--- src/rtl/hazard_unit_pkg.sv ---
// Shared pipeline definitions for the hazard unit: FSM encoding, divide
// latency default and the load-use detection rule.
package hazard_unit_pkg;

  typedef enum logic {
    ST_RUN = 1'b0,
    ST_DIV = 1'b1
  } hz_state_e;

  localparam int DIV_CYCLES_DEF = 8;

  // Load in EX writes a register the ID instruction reads; r0 never hazards.
  function automatic logic load_use_f(
    input logic       memread,
    input logic [4:0] rt_ex,
    input logic [4:0] rs_id,
    input logic [4:0] rt_id,
    input logic       uses_rt
  );
    return memread && (rt_ex != 5'd0) &&
           ((rt_ex == rs_id) || (uses_rt && (rt_ex == rt_id)));
  endfunction

endpackage

--- src/rtl/hazard_unit.sv ---
// Pipeline hazard unit: load-use stall, taken-branch flush and multi-cycle
// divide freeze, plus a saturating count of stalled-PC cycles.
module hazard_unit
  import hazard_unit_pkg::*;
#(
  parameter int DIV_CYCLES = DIV_CYCLES_DEF
) (
  input  logic        clk,
  input  logic        rst_n,
  input  logic [4:0]  rs_id,
  input  logic [4:0]  rt_id,
  input  logic        uses_rt_id,
  input  logic [4:0]  rt_ex,
  input  logic        memread_ex,
  input  logic        div_start_ex,
  input  logic        branch_taken_ex,
  input  logic        stat_clr,
  output logic        pc_write,
  output logic        ifid_write,
  output logic        ifid_flush,
  output logic        idex_write,
  output logic        idex_bubble,
  output logic        exmem_bubble,
  output logic        busy,
  output logic [15:0] hazard_cnt
);

  // The start cycle freezes the front end itself, so DIV only has to cover
  // the remaining DIV_CYCLES-2 frozen cycles.
  localparam logic [7:0] DIV_LOAD = 8'(DIV_CYCLES - 2);

  hz_state_e   state_q;
  logic [7:0]  div_cnt_q;
  logic [15:0] hazard_cnt_q, hazard_cnt_d;
  logic        load_use;

  assign load_use = load_use_f(memread_ex, rt_ex, rs_id, rt_id, uses_rt_id);

  // Stall/flush controls decoded from state and the current ID/EX fields.
  always_comb begin
    pc_write     = 1'b1;
    ifid_write   = 1'b1;
    ifid_flush   = 1'b0;
    idex_write   = 1'b1;
    idex_bubble  = 1'b0;
    exmem_bubble = 1'b0;
    if (state_q == ST_DIV) begin
      pc_write     = 1'b0;
      ifid_write   = 1'b0;
      idex_write   = 1'b0;
      exmem_bubble = 1'b1;
    end else if (branch_taken_ex) begin
      ifid_flush  = 1'b1;
      idex_bubble = 1'b1;
    end else if (div_start_ex) begin
      pc_write     = 1'b0;
      ifid_write   = 1'b0;
      idex_write   = 1'b0;
      exmem_bubble = 1'b1;
    end else if (load_use) begin
      pc_write    = 1'b0;
      ifid_write  = 1'b0;
      idex_bubble = 1'b1;
    end
  end

  // RUN/DIV sequencing; DIV exits on the cycle its counter reaches 1.
  always_ff @(posedge clk or negedge rst_n) begin
    if (!rst_n) begin
      state_q   <= ST_RUN;
      div_cnt_q <= 8'd0;
    end else begin
      case (state_q)
        ST_RUN: begin
          if (div_start_ex && !branch_taken_ex && (DIV_LOAD != 8'd0)) begin
            state_q   <= ST_DIV;
            div_cnt_q <= DIV_LOAD;
          end
        end
        ST_DIV: begin
          if (div_cnt_q <= 8'd1) begin
            state_q   <= ST_RUN;
            div_cnt_q <= 8'd0;
          end else begin
            div_cnt_q <= div_cnt_q - 8'd1;
          end
        end
        default: begin
          state_q   <= ST_RUN;
          div_cnt_q <= 8'd0;
        end
      endcase
    end
  end

  // Stall statistics: clear wins, otherwise count PC-hold cycles up to max.
  always_comb begin
    hazard_cnt_d = hazard_cnt_q;
    if (stat_clr)
      hazard_cnt_d = 16'd0;
    else if (!pc_write && (hazard_cnt_q != 16'hFFFF))
      hazard_cnt_d = hazard_cnt_q + 16'd1;
  end

  // Counter register.
  always_ff @(posedge clk or negedge rst_n) begin
    if (!rst_n) hazard_cnt_q <= 16'd0;
    else        hazard_cnt_q <= hazard_cnt_d;
  end

  assign busy       = (state_q == ST_DIV);
  assign hazard_cnt = hazard_cnt_q;

endmodule

--- config.mk ---
export PLATFORM = sky130hd
export DESIGN_NAME = hazard_unit
export DESIGN_NICKNAME = d
export VERILOG_FILES = /design/src/rtl/hazard_unit_pkg.sv /design/src/rtl/hazard_unit.sv
export SDC_FILE = /design/constraint.sdc
export NUM_CORES = 1
export LEC_CHECK = 0
export ABC_CLOCK_PERIOD_IN_PS = 3500
export CORE_ASPECT_RATIO = 0.7
export CORE_UTILIZATION = 47
export CTS_CLUSTER_SIZE = 28
export DETAILED_ROUTE_END_ITERATION = 6
export HOLD_SLACK_MARGIN = 0.06
export PLACE_DENSITY = 0.84
export SYNTH_ARGS = -nofsm -noshare
export SYNTH_HDL_FRONTEND = slang
export SYNTH_SLANG_ARGS = --single-unit
--- constraint.sdc ---
create_clock -name clk -period 3.5 [get_ports clk]
set_input_delay 0.7 -clock clk [delete_from_list [all_inputs] [get_ports clk]]
set_output_delay 0.7 -clock clk [all_outputs]
set_load 0.01 [all_outputs]
==> metrics.md, run 1 <==
| Metric | Value |
|---|---|
| Vias in the first global route | around 1300 |
| Gr ovfl total | 0 |
| Via count of the routed design | 1481 |
| Ys flop type | dfrtp_1 |
| Syn Nets | approximately 200 |
| Synth Area in XOR/XNOR | 0.0563 |
| Area after DPL | just over 0.002 mm2 |
| GPL Wtd Cong | around 0.84 |
| Synth area leader | dfrtp_1 |
| Mux share of post-synthesis cell area | 0.0145 |
| Synthesis warning total | 0 |
| Total Routing Usage GR | 0.211 |
| # rows | 17 |
| Share of cells above drive strength 1 | 0.0667 |
| Pleak | between 0.0008 and 0.0009 uW |
| Synth async-reset ratio | 1.00 |
| HP Start | div_cnt_q[4] |
| Rel. slew slack | 0.458 |
| Final net count | about 250 |
| Largest net degree at the start of global routing | 28 |
| Vias per cell | between 5 and 6 |
| Post-synthesis cell type count | 34 |
| CP max stage delay | between 0.4 and 0.5 ns |
| Compound-Gate Fraction of Synth Area | 0.202 |
| Kind of end point of the critical path | primary output |
| Area Overhead vs Synth | 34.7% |
| Maximum clock path buffer count | 2 |
| Chip width | roughly 70 um |
| Initial antenna violation count | 0 |
| CTS tree | done |
| Slew @ Worst Pin | about 0.81 ns |
| Critical Path Source | rt_ex[3] |
| Post-synthesis sequential area ratio | 0.402 |
| Drt initial violations | 118 |
| Slew Limit Fails | 0 |
| HP Class | reg2reg |
| # diodes | 0 |
| Htree depth | 1 |
| Most frequent cells in the layout | clkdlybuf4s50_1, dfrtp_1, a21oi_1 |
| First-pass GRT wire length | ~5.9 mm |
| Skew-Pair Late Insertion Delay | between 0.2 and 0.3 ns |
| Clock sinks | 25 |
| Max-cap violations | 0 |
| Antenna Violating Nets Remaining | 0 |
| Slowest CP cell | clkdlybuf4s50_1 |
| HPWL after detailed placement | roughly 2.6 mm |
| Number of synthesized register bits | 25 |
| Unrepaired setup endpoints after global routing | false |
| Final min period | about 3.1 ns |
| CP Buf/Inv Count | 3 |
| Adder-cell share of the synthesized area | 0.0241 |
| Port bufs | 44 |
| I/O pins | 45 |
| Arrival time worst endpoint | 2.39 ns |
| Power per cell area | approximately 250 mW/mm2 |
| Synth area leaders | dfrtp_1, o31ai_1, a21oi_1, or4_1, xor2_1 |
| Clock Skews | around 0.0049 ns |
| Post-Syn Instances | 180 |
| Reg clk slew, reported paths | 0.09 ns |
| FMAX | roughly 320 MHz |
| Final Setup Violations | 0 |
| Initial Util | 0.494 |
| Worst reg2reg path startpoint | hazard_cnt[0] |
| Wire per inst | around 13 um |
| Maximum VDD drop | between 0.15 and 0.2 mV |
| DIE HEIGHT | ~50 um |
| CP Class | in2out |
| Worst-path cell chain | clkdlybuf4s50_1, xor2_1, nor4_2, a32oi_1, o31ai_2, inv_2, dlymetal6s2s_1 |
| CP top delay family | buffers and inverters |
| Post-Synth Simple-Gate Area | 0.260 |
| Fin. Hold Viols | 0 |
| Largest family of logic cells by synthesized area | simple AND/OR/NAND/NOR gates |
| Mapped Area | ~0.0016 mm2 |
| Core area | 0.00315 mm2 |
| Final Cell Area | roughly 0.0021 mm2 |
| Routed WL | 3.51 mm |
| Max FO, Critical Path | 3 |
| CTS Buf Count | 3 |
| Residual DRC | 0 |
| Die ar. | ~0.0035 mm2 |
| Top-area cell type share of the netlist area | 0.402 |
| Clock root cell | clkbuf_8 |
| Type of origin of the critical path | input port |
| WP data required | around 2.8 ns |
| Final Cycle Share | 0.884 |
| EDFF count, synth | 0 |
| Pre-Repair DR Iteration Count | 6 |
| Status | finished clean |
| TNS Setup | 0 ns |
| Syn Area/Cell | ~8.6 um2 |
| Commonest non-fill, non-tap cell in the layout | clkdlybuf4s50_1 |
final timing paths:
kind,to,slack [ns],depth (start not counted)
setup / recovery,pc_write,0.41,7
hold / removal,div_cnt_q[4],0.48,1
setup reg to reg,hazard_cnt[15],0.91,7
hold reg to reg,div_cnt_q[4],0.48,1
max in group asynchronous,hazard_cnt[8],2.46,2
min in group asynchronous,busy,0.79,2
synth_stat cells (all sizes together), types with 4 or more instances:
| cell type | instances |
|---|---|
| clkbuf | 6 |
| nor3 | 4 |
| o21ai | 14 |
| or4 | 11 |
| nand3 | 8 |
| nor2 | 14 |
| a21oi | 17 |
| xor2 | 9 |
| and3 | 5 |
| dfrtp | 25 |
| o31ai | 15 |
| inv | 5 |
| nand2 | 14 |
| nor2b | 5 |
| nand2b | 4 |
report_power, final:
group | leakage, uW | total (uW) | switching (uW) | internal [uW]
registers | 0.000317 | 295 | 3.83 | 291
clock network | 0.0000228 | 173 | 91.2 | 81.5
logic | 0.000522 | 65.5 | 27.5 | 38.0
layout make-up:
type	instances	area [um2]
clock buffer	4	45.0
fill	254	1050
inverter	5	18.8
multi-input combinational	141	867
sequential	25	626
tap	38	47.5
timing repair buffer	50	493
cells by family after synthesis:
| family | after synthesis |
|---|---|
| adders and majority gates | 3 |
| buffers and inverters | 14 |
| muxes | 2 |
| DFF | 25 |
| xor gates and xnor gates | 10 |
| and+or+nand+nor | 75 |
| AOI/OAI and AO/OA | 51 |
per-layer routing:
layer	up-vias	wire, um	global-route usage
met3	4	169	0.0382
li1	753	-	-
met5	-	0	0
met4	0	30	0.0500
met2	50	1580	0.322
met1	674	1740	0.312
sequential cells by signal, indices dropped and copies added, names as in the netlist:
name        count
busy            1
div_cnt_q       8
hazard_cnt     16
what timing repair did:
action | 4_1_cts | 5_1_grt
hold buffers | 0 | 0
endpoints found under the setup margin | 0 | 2
gates resized for setup | 0 | 4
buffers inserted | 0 | 1
metrics by stage:
stage	cells	utilization	setup WS (ns)	total power, uW	hold slack, ns
floorplan	180	-	0.462	323	0.404
global placement	258	0.647	0.0781	365	0.470
detailed placement	258	0.647	0.0443	366	0.468
CTS	262	0.661	0.0369	539	0.486
global route	263	0.666	0.285	556	0.513
finish	263	0.666	0.405	533	0.480
(Power assumes the default switching activity.)
==> run 2, diff against run 1 <==
--- a/config.mk
+++ b/config.mk
@@ -7,11 +7,12 @@
 export LEC_CHECK = 0
 export ABC_CLOCK_PERIOD_IN_PS = 3500
 export CORE_ASPECT_RATIO = 0.7
-export CORE_UTILIZATION = 47
+export CORE_UTILIZATION = 60
 export CTS_CLUSTER_SIZE = 28
 export DETAILED_ROUTE_END_ITERATION = 6
+export DONT_BUFFER_PORTS = 1
 export HOLD_SLACK_MARGIN = 0.06
-export PLACE_DENSITY = 0.84
+export PLACE_DENSITY = 0.81
 export SYNTH_ARGS = -nofsm -noshare
 export SYNTH_HDL_FRONTEND = slang
 export SYNTH_SLANG_ARGS = --single-unit
==> run 2 against run 1 <==
Routed wire length down 0.71%. Design area down 23%. Via count down 7.4%. First-iteration DRC count up 7.6%. Combinational power down 66%. Utilization down 1.1 points. Sequential share of layout area up 9.0 points. Non-clock buffer count down 49. Cell count down 20%. Critical path type unchanged. Critical endpoint is now ifid_write.
==> metrics.md, run 2 (synthesis gave the netlist of run 1 again) <==
| Metric | Value |
|---|---|
| Status | finished clean |
| Port bufs | 0 (-100%) |
| Core area | 0.00246 mm2 (-22%) |
| # diodes | 0 (unchanged) |
| First-pass GRT wire length | 5.60 mm (-4.8%) |
| Slew Limit Fails | 0 (unchanged) |
| Residual DRC | 0 (unchanged) |
| Fillcell total | 210 (-17%) |
| CP top delay family | simple AND/OR/NAND/NOR gates |
| FMAX | 368 MHz (+14%) |
| Largest net degree at the start of global routing | 30 (+7.1%) |
| Type of origin of the critical path | input port |
| Maximum clock path buffer count | 2 (unchanged) |
| DP Cell Count | 206 (-20%) |
| HPWL after detailed placement | 2.51 mm (-1.6%) |
| Kind of end point of the critical path | primary output |
| Gr ovfl total | 0 (unchanged) |
| Drt initial violations | 127 (+7.6%) |
| Post-CTS Resized | 0 (unchanged) |
| Chip width | 62.9 um (-11%) |
| CTS Buf Count | 3 (unchanged) |
| Reg clk slew, reported paths | 0.10 ns (about the same) |
| Final Setup Violations | 0 (unchanged) |
| Via count of the routed design | 1371 (-7.4%) |
| Max FO, Critical Path | 29 (+26) |
| Final Cycle Share | 0.777 (-0.107) |
| Initial Util | 0.633 (+0.139) |
| CP Depth | 4 (-3) |
| Final net count | 202 (-20%) |
| P_sw | 116 uW (-5.0%) |
| Clock power frac | 0.363 (+0.039) |
| Htree depth | 1 (unchanged) |
| GPL Wtd Cong | 0.865 (+2.6%) |
| Clock Skews | 0.00699 ns (+0.00205 ns) |
| Power per cell area | 311 mW/mm2 (+22%) |
| TNS Setup | 0 ns (unchanged) |
| Wire per inst | 16.6 um (+24%) |
| Total Routing Usage GR | 0.262 (+0.0512) |
| Area after DPL | 0.00156 mm2 (-23%) |
| Slew @ Worst Pin | 0.812 ns (+0.00606 ns) |
| Clock root cell | clkbuf_8 |
| Non-filler cells, final | 210 (-20%) |
| I/O pins | 45 (unchanged) |
| HP Class | in2async |
| Vias in the first global route | 1237 (-1.7%) |
| Die ar. | 0.00281 mm2 (-21%) |
| CP Buf/Inv Count | 1 (-2) |
| Rel. slew slack | 0.459 (+0.000552) |
| Finished Core Util | 0.655 (-0.0112) |
| R2R cell count | 7 (unchanged) |
| Comb power frac | 0.044 (-0.079) |
| Switch share | 0.232 (+0.00259) |
| Routed WL | 3.49 mm (-0.71%) |
| Clock sinks | 25 (unchanged) |
| CP max stage delay | 0.49 ns (+0.03 ns) |
| Skew-Pair Late Insertion Delay | 0.28 ns (about the same) |
| Vias per cell | 6.53 (+16%) |
| WP data required | 2.80 ns (about the same) |
| Commonest non-fill, non-tap cell in the layout | dfrtp_1 |
| Pre-Repair DR Iteration Count | 4 (-2) |
| Share of cells above drive strength 1 | 0.0625 (-0.00417) |
| Postcts setup bufs | 0 (unchanged) |
| Max-cap violations | 0 (unchanged) |
| DIE HEIGHT | 44.6 um (-11%) |
| Area Overhead vs Synth | 3.46% |
| Unrepaired setup endpoints after global routing | false |
| Initial antenna violation count | 0 (unchanged) |
| Fin. Hold Viols | 0 (unchanged) |
| Sequential fraction of design power | 0.593 (+0.040) |
| Maximum VDD drop | 0.252 mV (+52%) |
| Final min period | 2.72 ns (-0.374 ns) |
| Antenna Violating Nets Remaining | 0 (unchanged) |
| # rows | 15 (-2) |
| Most frequent cells in the layout | dfrtp_1, a21oi_1 |
| CTS tree | done |
| CP Class | in2out |
| Final Cell Area | 0.00161 mm2 (-23%) |
| Max reg flops | 16 (unchanged) |
| Pint | 385 uW (-6.4%) |
| Pleak | 0.000617 uW (-28%) |
| Hold_buf cts | 0 (unchanged) |
| Arrival time worst endpoint | 2.02 ns (-0.37 ns) |
| Slowest CP cell | or4_1 |
| Worst-path cell chain | or4_1, o21ai_0, o31ai_2, inv_2 |
run 2: per-stage QoR:
stage	setup WS [ns]	power [uW]	hold WS, ns
2_1_floorplan	0.462	323	0.404
3_3_place_gp	0.807	323	0.405
3_5_place_dp	0.683	325	0.405
4_1_cts	0.781	502	0.0996
5_1_grt	0.648	514	0.0904
6_report	0.779	501	0.0999
run 2: worst register-to-register path, stage by stage (launching register included):
cell and delay, ns:
dfrtp_1 0.49, ha_1 0.21, and2_1 0.23, and3_1 0.23, and3_1 0.71, inv_1 0.17
nand3_1 0.15, mux2_2 0.33
run 2: power by group through the flow:
| stage | Sequential, uW | Combinational (uW) | Clock [uW] |
|---|---|---|---|
| floorplan | 301 | 21.4 | 0 |
| global placement | 302 | 20.9 | 0 |
| detailed placement | 303 | 22.4 | 0 |
| CTS | 297 | 22.5 | 183 |
| global route | 298 | 25.9 | 191 |
| finish | 297 | 22.2 | 182 |
run 2: worst paths after layout:
kind / start / to / slack [ns]
min in group clk: stat_clr / hazard_cnt[7] / 0.47
max in group asynchronous: rst_n / div_cnt_q[1] / 3.32
setup / recovery: rt_ex[1] / ifid_write / 0.78
hold / removal: rst_n / hazard_cnt[8] / 0.1
setup reg to reg: hazard_cnt[0] / hazard_cnt[2] / 0.86
hold reg to reg: div_cnt_q[4] / div_cnt_q[4] / 0.49
run 2: final cells by class:
type,instances,area [um2],area share
inverters,5,18.8,0.0117
clock inverters,1,7.51,0.00466
multi-input cells,141,867,0.538
clock buffers,3,41.3,0.0256
well taps,34,42.5,0.0264
flip-flops and latches,25,626,0.389
repair buffers,1,7.51,0.00466
run 2: per-layer routing:
metal | vias up | share of wire | global-route usage
met5 | - | 0 | 0
met3 | 8 | 0.082 | 0.0747
met4 | 0 | 0.021 | 0.107
li1 | 658 | - | -
met2 | 66 | 0.48 | 0.430
met1 | 639 | 0.42 | 0.331
==> run 3, diff against run 2 <==
--- a/config.mk
+++ b/config.mk
@@ -5,7 +5,7 @@
 export SDC_FILE = /design/constraint.sdc
 export NUM_CORES = 1
 export LEC_CHECK = 0
-export ABC_CLOCK_PERIOD_IN_PS = 3500
+export ABC_CLOCK_PERIOD_IN_PS = 2800
 export CORE_ASPECT_RATIO = 0.7
 export CORE_UTILIZATION = 60
 export CTS_CLUSTER_SIZE = 28
==> constraint.sdc (replaced) <==
create_clock -name clk -period 2.8 [get_ports clk]
set_input_delay 0.56 -clock clk [delete_from_list [all_inputs] [get_ports clk]]
set_output_delay 0.56 -clock clk [all_outputs]
set_load 0.01 [all_outputs]
==> run 3 against run 2 <==
First-iteration DRC count fell by 21%. Global-route usage fell by 0.63 points. Die area did not move. Via count barely moved.
==> metrics.md, run 3 (synthesis gave the netlist of run 1 again) <==
| Metric | Value |
|---|---|
| Most frequent cells in the layout | dfrtp_1, a21oi_1 |
| Total power | 625 uW (+25%) |
| Skew-Pair Late Insertion Delay | 0.27 ns (about the same) |
| HPWL after detailed placement | 2.54 mm (+1.1%) |
| Arrival time worst endpoint | 2.69 ns (+0.67 ns) |
| Residual DRC | 0 (unchanged) |
| Vias in the first global route | 1263 (+2.1%) |
| Maximum VDD drop | 0.316 mV (+26%) |
| Status | finished clean |
| Commonest non-fill, non-tap cell in the layout | dfrtp_1 |
| P_sw | 141 uW (+21%) |
| Routed WL | 3.40 mm (-2.5%) |
| Slew Limit Fails | 0 (unchanged) |
| Drt initial violations | 100 (-21%) |
| Clock Skews | 0.00208 ns (-0.00491 ns) |
| DP Worst Slack | 0.222 ns (-0.461 ns) |
| Switch share | 0.226 (-0.00665) |
| Largest net degree at the start of global routing | 30 (unchanged) |
| Pleak | 0.000643 uW (+4.1%) |
| Total Routing Usage GR | 0.256 (-0.00631) |
| Sequential fraction of design power | 0.594 (about the same) |
| CTS Buf Count | 3 (unchanged) |
| Kind of end point of the critical path | flop |
| Htree depth | 1 (unchanged) |
| Slew @ Worst Pin | 0.550 ns (-0.262 ns) |
| Wire per inst | 15.9 um (-4.3%) |
| Max-cap violations | 0 (unchanged) |
| Vias per cell | 6.41 (-1.8%) |
| Clock power frac | 0.345 (-0.018) |
| Worst reg2reg path startpoint | hazard_cnt[0] |
| Comb power frac | 0.061 (+0.017) |
| CP Class | reg2reg |
| Port bufs | 0 (unchanged) |
| Crit path top cell by count | and3_1 |
| I/O pins | 45 (unchanged) |
| Area Overhead vs Synth | 5.95% |
| Final Setup Violations | 0 (unchanged) |
| Final min period | approximately 2.5 ns |
| Share of cells above drive strength 1 | 0.0778 (+0.0153) |
| Unrepaired setup endpoints after global routing | false |
| Clock sinks | 25 (unchanged) |
| Clock root cell | clkbuf_8 |
| # diodes | 0 (unchanged) |
| Pre-Repair DR Iteration Count | 4 (unchanged) |
| Die ar. | 0.00281 mm2 (unchanged) |
| CP max stage delay | 0.47 ns (-0.02 ns) |
| Pint | 484 uW (+26%) |
| # rows | 15 (unchanged) |
| Reg clk slew, reported paths | 0.09 ns (about the same) |
| Postcts setup bufs | 0 (unchanged) |
| WP data required | 3.00 ns (+0.20 ns) |
| Hold_buf cts | 1 (+1) |
| First-pass GRT wire length | 5.57 mm (-0.61%) |
| Initial antenna violation count | 0 (unchanged) |
| Type of origin of the critical path | flop |
| Core area | 0.00246 mm2 (unchanged) |
| Post-CTS Resized | 0 (unchanged) |
| Max reg flops | 16 (unchanged) |
| TNS Setup | 0 ns (unchanged) |
| Critical Path Source | hazard_cnt[0] |
| HP Class | in2async |
| FMAX | 401 MHz |
| CP top delay family | simple AND/OR/NAND/NOR gates |
| Final Cycle Share | 0.890 |
| Maximum clock path buffer count | 2 (unchanged) |
| Final net count | 206 (+2.0%) |
| Gr ovfl total | 0 (unchanged) |
| Worst Setup Slack, final | 0.309 ns (-0.470 ns) |
| Via count of the routed design | 1372 (+0.073%) |
| Initial Util | 0.633 (unchanged) |
| Fin. Hold Viols | 0 (unchanged) |
| Power per cell area | 379 mW/mm2 (+22%) |
| Rel. slew slack | 0.633 (+0.174) |
| CTS tree | done |
| Max FO, Critical Path | 17 (-41%) |
| GPL Wtd Cong | 0.811 (-6.3%) |
| Slowest CP cell | dfrtp_1 |
| Antenna Violating Nets Remaining | 0 (unchanged) |
| DIE HEIGHT | 44.6 um (unchanged) |
| Chip width | 62.9 um (unchanged) |
| CP Buf/Inv Count | 1 (unchanged) |
| Worst-path cell chain | ha_1, and2_1, and3_1, and3_1, buf_4, or4_1, a21oi_1 |
## run 3: cell type report
cell class,count,area [um2]
Inverter,5,18.8
Timing Repair Buffer,5,50.0
Sequential cell,25,626
Fill cell,207,810
Tap cell,34,42.5
Multi-Input combinational cell,141,867
Clock buffer,4,45.0
## run 3: per-layer routing
layer,part of all wire,track usage
met4,0.0038,0.0419
met1,0.44,0.319
met5,0,0
met2,0.48,0.449
met3,0.078,0.0773
## run 3: through the flow
step	cell area, um2	util	cells	hold WS (ns)
floorplan	1560	-	180	0.264
global placement	1580	0.644	209	0.265
detailed placement	1580	0.644	209	0.265
CTS	1650	0.671	214	0.0989
global route	1650	0.671	214	0.0995
finish	1650	0.671	214	0.0942
## run 3: path summary, 6_finish.rpt
kind                                   to  slack, ns  depth (start not counted)
min in group clk            hazard_cnt[7]       0.34                          1
min reg2reg                  div_cnt_q[4]       0.48                          1
max in group asynchronous    div_cnt_q[0]       2.56                          1
max                         hazard_cnt[6]       0.31                          7
min                        hazard_cnt[10]       0.09                          1
max reg2reg                 hazard_cnt[6]       0.31                          7
## run 3: power by group through the flow
stage                     clock (uW)  sequential (uW)  combinational (uW)
after floorplan                    0              377                26.8
after global placement             0              378                26.0
after detailed placement           0              378                28.5
after CTS                        218              371                39.2
after global routing             228              372                43.4
final                            216              371                38.0
## run 3: worst reg2reg max path, stage by stage (launching register included)
cell,delay [ns]
dfrtp_1,0.47
ha_1,0.25
and2_1,0.22
and3_1,0.23
and3_1,0.37
buf_4,0.26
or4_1,0.47
a21oi_1,0.15
